==> src/rtl/dram_arb.sv <==
// dram_arb: two-port arbiter/sequencer in front of dram_phy.
//   Port 0 (lookup engine) and port 1 (update/insert engine) share one RAM.
//   At most one command is issued per cycle. Outstanding reads are tracked
//   in an in-order tag FIFO so each phy return is routed to the issuing port.
// Optional build macro: DRAM_ARB_STRICT_PRIO_EN
//   defined   -> fixed priority, port 0 wins whenever it is eligible
//   undefined -> round-robin between the two ports (default)
module dram_arb #(
    parameter int RAM_ADDR   = 22,
    parameter int RAM_DWIDTH = 32,
    parameter int MAX_OUTST  = 4
) (
    input  logic                  clk,
    input  logic                  rst,

    input  logic                  req0_valid,
    output logic                  req0_ready,
    input  logic                  req0_we,
    input  logic [RAM_ADDR-1:0]   req0_addr,
    input  logic [RAM_DWIDTH-1:0] req0_wdata,
    output logic                  resp0_valid,
    output logic [RAM_DWIDTH-1:0] resp0_data,

    input  logic                  req1_valid,
    output logic                  req1_ready,
    input  logic                  req1_we,
    input  logic [RAM_ADDR-1:0]   req1_addr,
    input  logic [RAM_DWIDTH-1:0] req1_wdata,
    output logic                  resp1_valid,
    output logic [RAM_DWIDTH-1:0] resp1_data,

    output logic                  phy_wr_en,
    output logic                  phy_rd_en,
    output logic [RAM_ADDR-1:0]   phy_addr,
    output logic [RAM_DWIDTH-1:0] phy_wr_din,
    input  logic [RAM_DWIDTH-1:0] phy_rd_dout,
    input  logic                  phy_rd_valid,

    output logic                  busy,
    output logic                  err_orphan
);

    localparam int PTR_W = (MAX_OUTST > 1) ? $clog2(MAX_OUTST) : 1;
    localparam int CNT_W = PTR_W + 1;
    localparam logic [CNT_W-1:0] FULL_CNT = CNT_W'(MAX_OUTST);

    // Per-port views of the request interface so both ports share one code path.
    logic [1:0]            w_req_valid;
    logic [1:0]            w_req_we;
    logic [RAM_ADDR-1:0]   w_req_addr  [2];
    logic [RAM_DWIDTH-1:0] w_req_wdata [2];
    logic [1:0]            w_elig;
    logic [1:0]            w_ready;

    // Arbitration results.
    logic                  w_favor;
    logic                  w_gnt_any;
    logic                  w_gnt_port;
    logic                  w_sel_we;
    logic [RAM_ADDR-1:0]   w_sel_addr;
    logic [RAM_DWIDTH-1:0] w_sel_wdata;
    logic                  w_has_room;

    // Tag FIFO and return path.
    logic                  r_tag_mem [MAX_OUTST];
    logic [PTR_W-1:0]      r_wr_ptr;
    logic [PTR_W-1:0]      r_rd_ptr;
    logic [CNT_W-1:0]      r_count;
    logic                  w_push;
    logic                  w_pop;
    logic                  w_orphan;
    logic                  w_head_tag;

    // Registered issue stage and status.
    logic                  r_phy_wr_en;
    logic                  r_phy_rd_en;
    logic [RAM_ADDR-1:0]   r_phy_addr;
    logic [RAM_DWIDTH-1:0] r_phy_wr_din;
    logic                  r_err_orphan;
    logic                  r_resp_valid [2];
    logic [RAM_DWIDTH-1:0] r_resp_data  [2];

    assign w_req_valid    = {req1_valid, req0_valid};
    assign w_req_we       = {req1_we, req0_we};
    assign w_req_addr[0]  = req0_addr;
    assign w_req_addr[1]  = req1_addr;
    assign w_req_wdata[0] = req0_wdata;
    assign w_req_wdata[1] = req1_wdata;

    // Eligibility looks only at the registered count: a pop landing in the
    // same cycle does not make room for a new read until the next cycle.
    assign w_has_room = (r_count < FULL_CNT);

    genvar gi;
    generate
        for (gi = 0; gi < 2; gi++) begin : g_port
            localparam logic PORT_ID = 1'(gi);

            assign w_elig[gi]  = w_req_valid[gi] & (w_req_we[gi] | w_has_room);
            assign w_ready[gi] = w_gnt_any & (w_gnt_port == PORT_ID);

            // Deliver a one-cycle response pulse when the popped tag names this port;
            // data holds between pulses.
            always_ff @(posedge clk or negedge rst) begin
                if (!rst) begin
                    r_resp_valid[gi] <= 1'b0;
                    r_resp_data[gi]  <= '0;
                end else begin
                    r_resp_valid[gi] <= w_pop & (w_head_tag == PORT_ID);
                    if (w_pop && (w_head_tag == PORT_ID)) begin
                        r_resp_data[gi] <= phy_rd_dout;
                    end
                end
            end
        end
    endgenerate

`ifdef DRAM_ARB_STRICT_PRIO_EN
    // Fixed priority: port 0 is always the favoured port.
    assign w_favor = 1'b0;
`else
    logic r_favor;

    assign w_favor = r_favor;

    // Round-robin pointer: after a grant the other port is favoured; holds when idle.
    always_ff @(posedge clk or negedge rst) begin
        if (!rst) begin
            r_favor <= 1'b0;
        end else if (w_gnt_any) begin
            r_favor <= ~w_gnt_port;
        end
    end
`endif

    // Pick the favoured port if eligible, else the other one; a favoured read
    // blocked by a full FIFO therefore lets the other port's write through.
    always_comb begin
        w_gnt_any  = 1'b0;
        w_gnt_port = 1'b0;
        if (w_elig[w_favor]) begin
            w_gnt_any  = 1'b1;
            w_gnt_port = w_favor;
        end else if (w_elig[~w_favor]) begin
            w_gnt_any  = 1'b1;
            w_gnt_port = ~w_favor;
        end
    end

    assign w_sel_we    = w_req_we[w_gnt_port];
    assign w_sel_addr  = w_req_addr[w_gnt_port];
    assign w_sel_wdata = w_req_wdata[w_gnt_port];

    assign w_push     = w_gnt_any & ~w_sel_we;
    assign w_pop      = phy_rd_valid & (r_count != '0);
    assign w_orphan   = phy_rd_valid & (r_count == '0);
    assign w_head_tag = r_tag_mem[r_rd_ptr];

    // Issue register: one cycle of phy command per grant; write data only
    // updates on writes so it holds through read commands.
    always_ff @(posedge clk or negedge rst) begin
        if (!rst) begin
            r_phy_wr_en  <= 1'b0;
            r_phy_rd_en  <= 1'b0;
            r_phy_addr   <= '0;
            r_phy_wr_din <= '0;
        end else begin
            r_phy_wr_en <= w_gnt_any & w_sel_we;
            r_phy_rd_en <= w_gnt_any & ~w_sel_we;
            if (w_gnt_any) begin
                r_phy_addr <= w_sel_addr;
            end
            if (w_gnt_any && w_sel_we) begin
                r_phy_wr_din <= w_sel_wdata;
            end
        end
    end

    // Tag storage: the issuing port id is written in the same edge as the read issue.
    always_ff @(posedge clk) begin
        if (w_push) begin
            r_tag_mem[r_wr_ptr] <= w_gnt_port;
        end
    end

    // Tag FIFO pointers and occupancy; simultaneous push and pop leave the count unchanged.
    always_ff @(posedge clk or negedge rst) begin
        if (!rst) begin
            r_wr_ptr <= '0;
            r_rd_ptr <= '0;
            r_count  <= '0;
        end else begin
            if (w_push) begin
                r_wr_ptr <= r_wr_ptr + PTR_W'(1);
            end
            if (w_pop) begin
                r_rd_ptr <= r_rd_ptr + PTR_W'(1);
            end
            case ({w_push, w_pop})
                2'b10:   r_count <= r_count + CNT_W'(1);
                2'b01:   r_count <= r_count - CNT_W'(1);
                default: r_count <= r_count;
            endcase
        end
    end

    // Sticky flag for phy returns that arrive with nothing outstanding.
    always_ff @(posedge clk or negedge rst) begin
        if (!rst) begin
            r_err_orphan <= 1'b0;
        end else if (w_orphan) begin
            r_err_orphan <= 1'b1;
        end
    end

    assign req0_ready  = w_ready[0];
    assign req1_ready  = w_ready[1];
    assign resp0_valid = r_resp_valid[0];
    assign resp0_data  = r_resp_data[0];
    assign resp1_valid = r_resp_valid[1];
    assign resp1_data  = r_resp_data[1];
    assign phy_wr_en   = r_phy_wr_en;
    assign phy_rd_en   = r_phy_rd_en;
    assign phy_addr    = r_phy_addr;
    assign phy_wr_din  = r_phy_wr_din;
    assign busy        = (r_count != '0);
    assign err_orphan  = r_err_orphan;

endmodule

==> config.mk <==
export PLATFORM = sky130hd
export DESIGN_NAME = dram_arb
export DESIGN_NICKNAME = d
export VERILOG_FILES = /design/src/rtl/dram_arb.sv
export SDC_FILE = /design/constraint.sdc
export NUM_CORES = 1
export LEC_CHECK = 0
export BUFFER_PORTS_ARGS = -buffer_cell sky130_fd_sc_hd__clkbuf_2
export CAP_MARGIN = 20
export CORE_UTILIZATION = 35
export DETAILED_ROUTE_END_ITERATION = 7
export PLACE_DENSITY = 0.73
export SLEW_MARGIN = 10
export SYNTH_ARGS = -nofsm -noshare
export SYNTH_HDL_FRONTEND = slang
export SYNTH_SLANG_ARGS = --single-unit
==> constraint.sdc <==
create_clock -name clk -period 3.2 [get_ports clk]
set_input_delay 0.16 -clock clk [delete_from_list [all_inputs] [get_ports clk]]
set_output_delay 0.16 -clock clk [all_outputs]
set_load 0.02 [all_outputs]
[Word level (Yosys, flattened, before mapping)]
Memories as Yosys holds them, arrays and structs flattened.
Cells that the tools add are included.
Cells by class
  $add $sub $neg: 4
  multipliers: 0
  divide/modulo/power cells: 0
  magnitude comparators: 5
  equality and inequality tests: 2
  shift-type cells: 0
  mux-type cells: 19
  bitwise gates (word level): 17
  reduce and logical (&&, ||, !) cells: 6
Operators by type and width (number)
  32-bit 2-to-1 mux: 3
  22-bit 2-to-1 mux: 3
  1-bit 2-to-1 mux: 12
  1-bit bitwise AND: 10
  1-bit by 2-bit less-than comparator with 1-bit output (second input constant): 3
  3-bit case mux with 2 select lines: 1
  2-bit by 1-bit adder with 2-bit output (second input constant): 2
  1-bit NOT: 4
  3-bit by 1-bit adder with 3-bit output (second input constant): 1
  1-bit logical AND: 3
  3-bit logical NOT: 1
  3-bit less-than comparator (second input constant): 1
  3-bit nonzero test: 1
  3-bit by 1-bit subtractor with 3-bit output (second input constant): 1
  2-bit by 1-bit equality test with 1-bit output (second input constant): 1
  2-bit equality test (second input constant): 1
  2-bit >= comparator (second input constant): 1
  1-bit NOT with 2-bit output: 1
  1-bit bitwise OR: 2
  2-bit nonzero test: 1
Storage, ports and cells
  register bits: 131
  bits in latches: 0
  memory bits (writable): 4
  memory bits (read-only): 0
  input bits: 147
  output and inout bits: 126
  logic and storage cells: 67
  memories: 1
Memory list
  r_tag_mem: depth 4, bits a word 1, rd ports 1, clocked after Yosys merged registers in 0, wr ports 1, RTL line 65  | logic r_tag_mem [MAX_OUTST];

[Logic depth before layout (Yosys ltp)]
  word-level depth: 13
  gate-level depth with buffers: 10

[Worst setup path after synthesis]
OpenSTA, ideal clock, no wires.
  kind: register -> register
  start: register r_count[2]
  end: register r_count[2]
  arrival time: 1848 ps
  data required time: 3073 ps
  setup slack: 1225 ps
  cell stages (with the launch flop): 10
  buffers on the path: 0
  cells stage by stage: dfrtp_1 or3_1 nand2_1 inv_2 ha_1 inv_1 fa_1 xor2_1 nor2_1 xor2_1
On the way
  elaborated cells between the ends (all ways): 25
RTL lines
  start, declared: RTL line 68  | logic [CNT_W-1:0] r_count;
  start signal, assigned: RTL line 200  | 2'b10: r_count <= r_count + CNT_W'(1);
  start signal, assigned: RTL line 201  | 2'b01: r_count <= r_count - CNT_W'(1);
  start signal, assigned: RTL line 202  | default: r_count <= r_count;
  3-bit nonzero test (*)
  via busy: RTL line 39  | output logic busy,
  1-bit bitwise AND (*): RTL line 155  | assign w_pop = phy_rd_valid & (r_count != '0);
  via w_pop: RTL line 70  | logic w_pop;
  2-bit by 1-bit equality test with 1-bit output / 2-bit equality test (equally long branches): RTL line 199  | case ({w_push, w_pop})
  3-bit case mux with 2 select lines / 2-bit nonzero test (equally long branches)
Mark *: on every way through the listed nets, which the timed path passes. The rest lies on a longest branch. The select of a mux whose other input is x is not followed.
A chain may end at the register's enable or synchronous reset.

[Final worst setup path]
  start: register r_count[2]
  end: output req0_ready
On the way
  cells in the longest elaborated chain, start to end: 9
  elaborated cells between the ends (all ways): 15
RTL lines
  3-bit less-than comparator (*): RTL line 92  | assign w_has_room = (r_count < FULL_CNT);
  1-bit bitwise OR: RTL line 99  | assign w_elig[gi] = w_req_valid[gi] & (w_req_we[gi] | w_has_room);
  1-bit bitwise AND: RTL line 99
  1-bit 2-to-1 mux (not written as such) (2 in a row): RTL line 144  | end else if (w_elig[~w_favor]) begin
  1-bit 2-to-1 mux: RTL line 144
  1-bit 2-to-1 mux: RTL line 141  | if (w_elig[w_favor]) begin
  1-bit NOT: RTL line 100  | assign w_ready[gi] = w_gnt_any & (w_gnt_port == PORT_ID);
  1-bit bitwise AND (*): RTL line 100
  end, declared: RTL line 17  | output logic req0_ready,
Mark *: on every way between the ends. The rest lies on a longest branch, timed or not. The select of a mux whose other input is x is not followed.

==> out/results.ini <==
[placed_design]
dpl.hpwl_mm = 10.1
place.gp.congestion = 0.771
place_ws_ns = 0.933
io_buffers = 272

[synthesis]
synth_edf_count = 4
synthArstFlopShare_pct = 97.0
syn_inst = 379
ys_ff_latch = 135
ys_types = 35
yosys_warnings = 0
synth_ff_type = dfrtp_1
ys_seq_area_share_pct = 59.4
synth_area_per_cell_sq_um = 15.1
synth_area_sq_um = 5730
synth_fp_nets = 532

[setup_path]
arrival_ns = 2.47
cp-end-kind = output pin
r2r_cells = 5
worstSetupStartpoint = r_count[2]
start_kind = flop
reg2reg_from = r_count[2]
path_class = reg -> out
critPathMaxFanout = 28
crit_required_ns = 3.04
rrSetupSlack_ns = 0.95
cp-endpoint = req0_ready
r2r-end = resp1_data[16]

[cts]
clkSinkCount = 135
htreeDepth = 4
cts_max_path_buffers = 2
clockRootBuffer = clkbuf_16
path_clk_slew_ns = 0.06
clk_latency_ns = 0.41
cts_buffers = 17
post_cts_buffers = 0
cts_tree = yes

[power_and_ir_drop]
combPwrFrac_pct = 40.1
seqPwrFrac_pct = 34.8
switching_power_mw = 3.04
power.total_mw = 8.31
internal_power_mw = 5.26
p_sw_share_pct = 36.6
power.density_nw_per_um2 = 978
p_clk_share_pct = 25.1
p_leak_nw = 4.25
ir_worst_vdd_mv = 0.432

[drt]
drt_wl_total_mm = 14.6
drt_iter0_markers = 90
drcViolationCount = 0
via_per_inst = 4.69
vias = 4422
drtAntennaViolNets = 0
drtPass1Iterations = 4
avgRoutedWirePerCell_microns = 15.5

[timing]
rsz0062_at_grt = false
setup_slack_ns = 0.572
finalMaxSlewViolations = 0
setup_viol = 0
timing.hold.ws_ns = 0.0239
fmax_ghz = 0.380
worst_pin_slew_ns = 0.802
setup_tns_ns = 0
finalCritPeriodShare_pct = 82.1
final-hold-violation-count = 0
fin_crit_ns = 2.63
clock_skew_ns = 0.00869
slew_headroom_pct = 46.3

[floorplan]
die_y_microns = 130
initial_core_util_pct = 35.9
num_rows = 46
ios = 273
die_w_microns = 130
dieArea_sq_um = 16900
coreArea_sq_um = 15900

[finish]
area_growth_pct = 48.3
n_antenna_cell = 0
n_fill_cell = 1375
layout.cells.most_common = clkbuf_2
fin_nets = 866
most-common-layout-cells = 271 x clkbuf_2, 131 x dfrtp_1, 100 x mux2_2
regArea_sq_um = 3400
drive_gt1_share_pct = 57.4
multi_input_area_sq_um = 2170

[min_path]
hold_class = in -> reg

[outcome]
status = completed

[global_routing]
gr-usage-all-layers_pct = 17.6
grt_max_degree = 71
gr-total-overflow = 0
grt_pass1_vias = 4779
antenna_found_initial = 0
grt_pass1_wl_mm = 22.6

[job]
maxCapViolations = 0

-- power by group through the flow --
stage,Combinational (mW),Sequential (mW),Clock (mW)
after floorplan,1.34,3.71,0
after global placement,3.20,2.86,0
after global routing,3.58,2.98,2.21
after CTS,3.37,2.89,2.14
final,3.33,2.89,2.08
after detailed placement,3.31,2.91,0
-- flip-flops by register name, summed over array words and instances (netlist names), 2 cells and up --
signal	count
r_wr_ptr	2
r_count	3
phy_wr_din	32
phy_addr	22
resp1_data	32
r_rd_ptr	2
r_tag_mem	4
resp0_data	32
-- repair_timing --
item	in CTS	in global routing
hold endpoints to repair	142	0
hold buffers	55	0
resized for setup	0	0
-- layout make-up --
| type | count | share of cell area, % |
|---|---|---|
| timing repair buffer | 333 | 23.2 |
| clock inverter | 10 | 1.96 |
| multi-input combinational | 213 | 25.6 |
| tap | 216 | 3.18 |
| clock buffer | 22 | 5.47 |
| inverter | 13 | 0.575 |
| sequential | 135 | 40.0 |
-- metrics by stage --
stage | instance area [sq um] | cells | utilization [%]
floorplan | 5730 | 379 | -
global placement | 7310 | 855 | 45.9
detailed placement | 7310 | 855 | 45.9
CTS | 8490 | 942 | 53.3
global route | 8490 | 942 | 53.3
finish | 8490 | 942 | 53.3
-- worst min path at each step --
stage	slack, ns	cells after the start	to	from
6_report	0.02	2	resp1_data[20]	phy_rd_dout[20]
5_1_grt	0.01	2	resp1_data[20]	phy_rd_dout[20]
4_1_cts	0.01	2	resp1_data[20]	phy_rd_dout[20]
3_5_place_dp	0.29	1	resp0_data[11]	rst
3_3_place_gp	0.27	1	resp0_data[19]	rst
2_1_floorplan	-0.14	0	err_orphan	rst
-- layer usage --
layer	wire length, microns	vias up	GRT usage [%]	part of all wire (%)
met4	287	0	7.66	2.0
li1	-	2029	-	-
met5	0	-	0	0
met2	8200	167	34.1	56
met3	769	27	5.13	5.3
met1	5320	2199	17.1	36
-- worst max-delay path, cell delays in order (launching register included) --
cell	delay, ns
dfrtp_1	0.44
and2b_4	0.22
o211ai_4	0.19
inv_2	0.23
nor2_1	0.47
buf_4	0.31
clkbuf_2	0.20
-- Yosys cell counts (2+ instances only) --
cell type	instances	area [sq um]
a21oi_1	2	10.0
xnor2_1	4	35.0
inv_2	2	7.51
and2_1	4	25.0
buf_6	3	33.8
nand2_1	2	7.51
ha_1	5	62.6
buf_4	3	22.5
inv_1	11	41.3
a21o_1	22	165
buf_2	9	45.0
xor2_1	2	17.5
edfxtp_1	4	120
mux2_2	100	1130
a22o_1	22	193
mux2_1	29	327
nand3b_1	2	15.0
dfrtp_1	131	3280
nand2b_1	2	12.5
nor2_1	3	11.3
clkbuf_1	3	11.3
-- cells by family after synthesis --
family,after synthesis,share of synthesized area (%)
xor gates and xnor gates,6,0.918
muxes,131,25.9
buffers and inverters,31,2.82
adders and majority gates,6,1.44
and+or+nand+nor,18,1.90
AOI/OAI and AO/OA,52,7.63
DFF,135,59.4
Power figures use the tool's default switching activity.
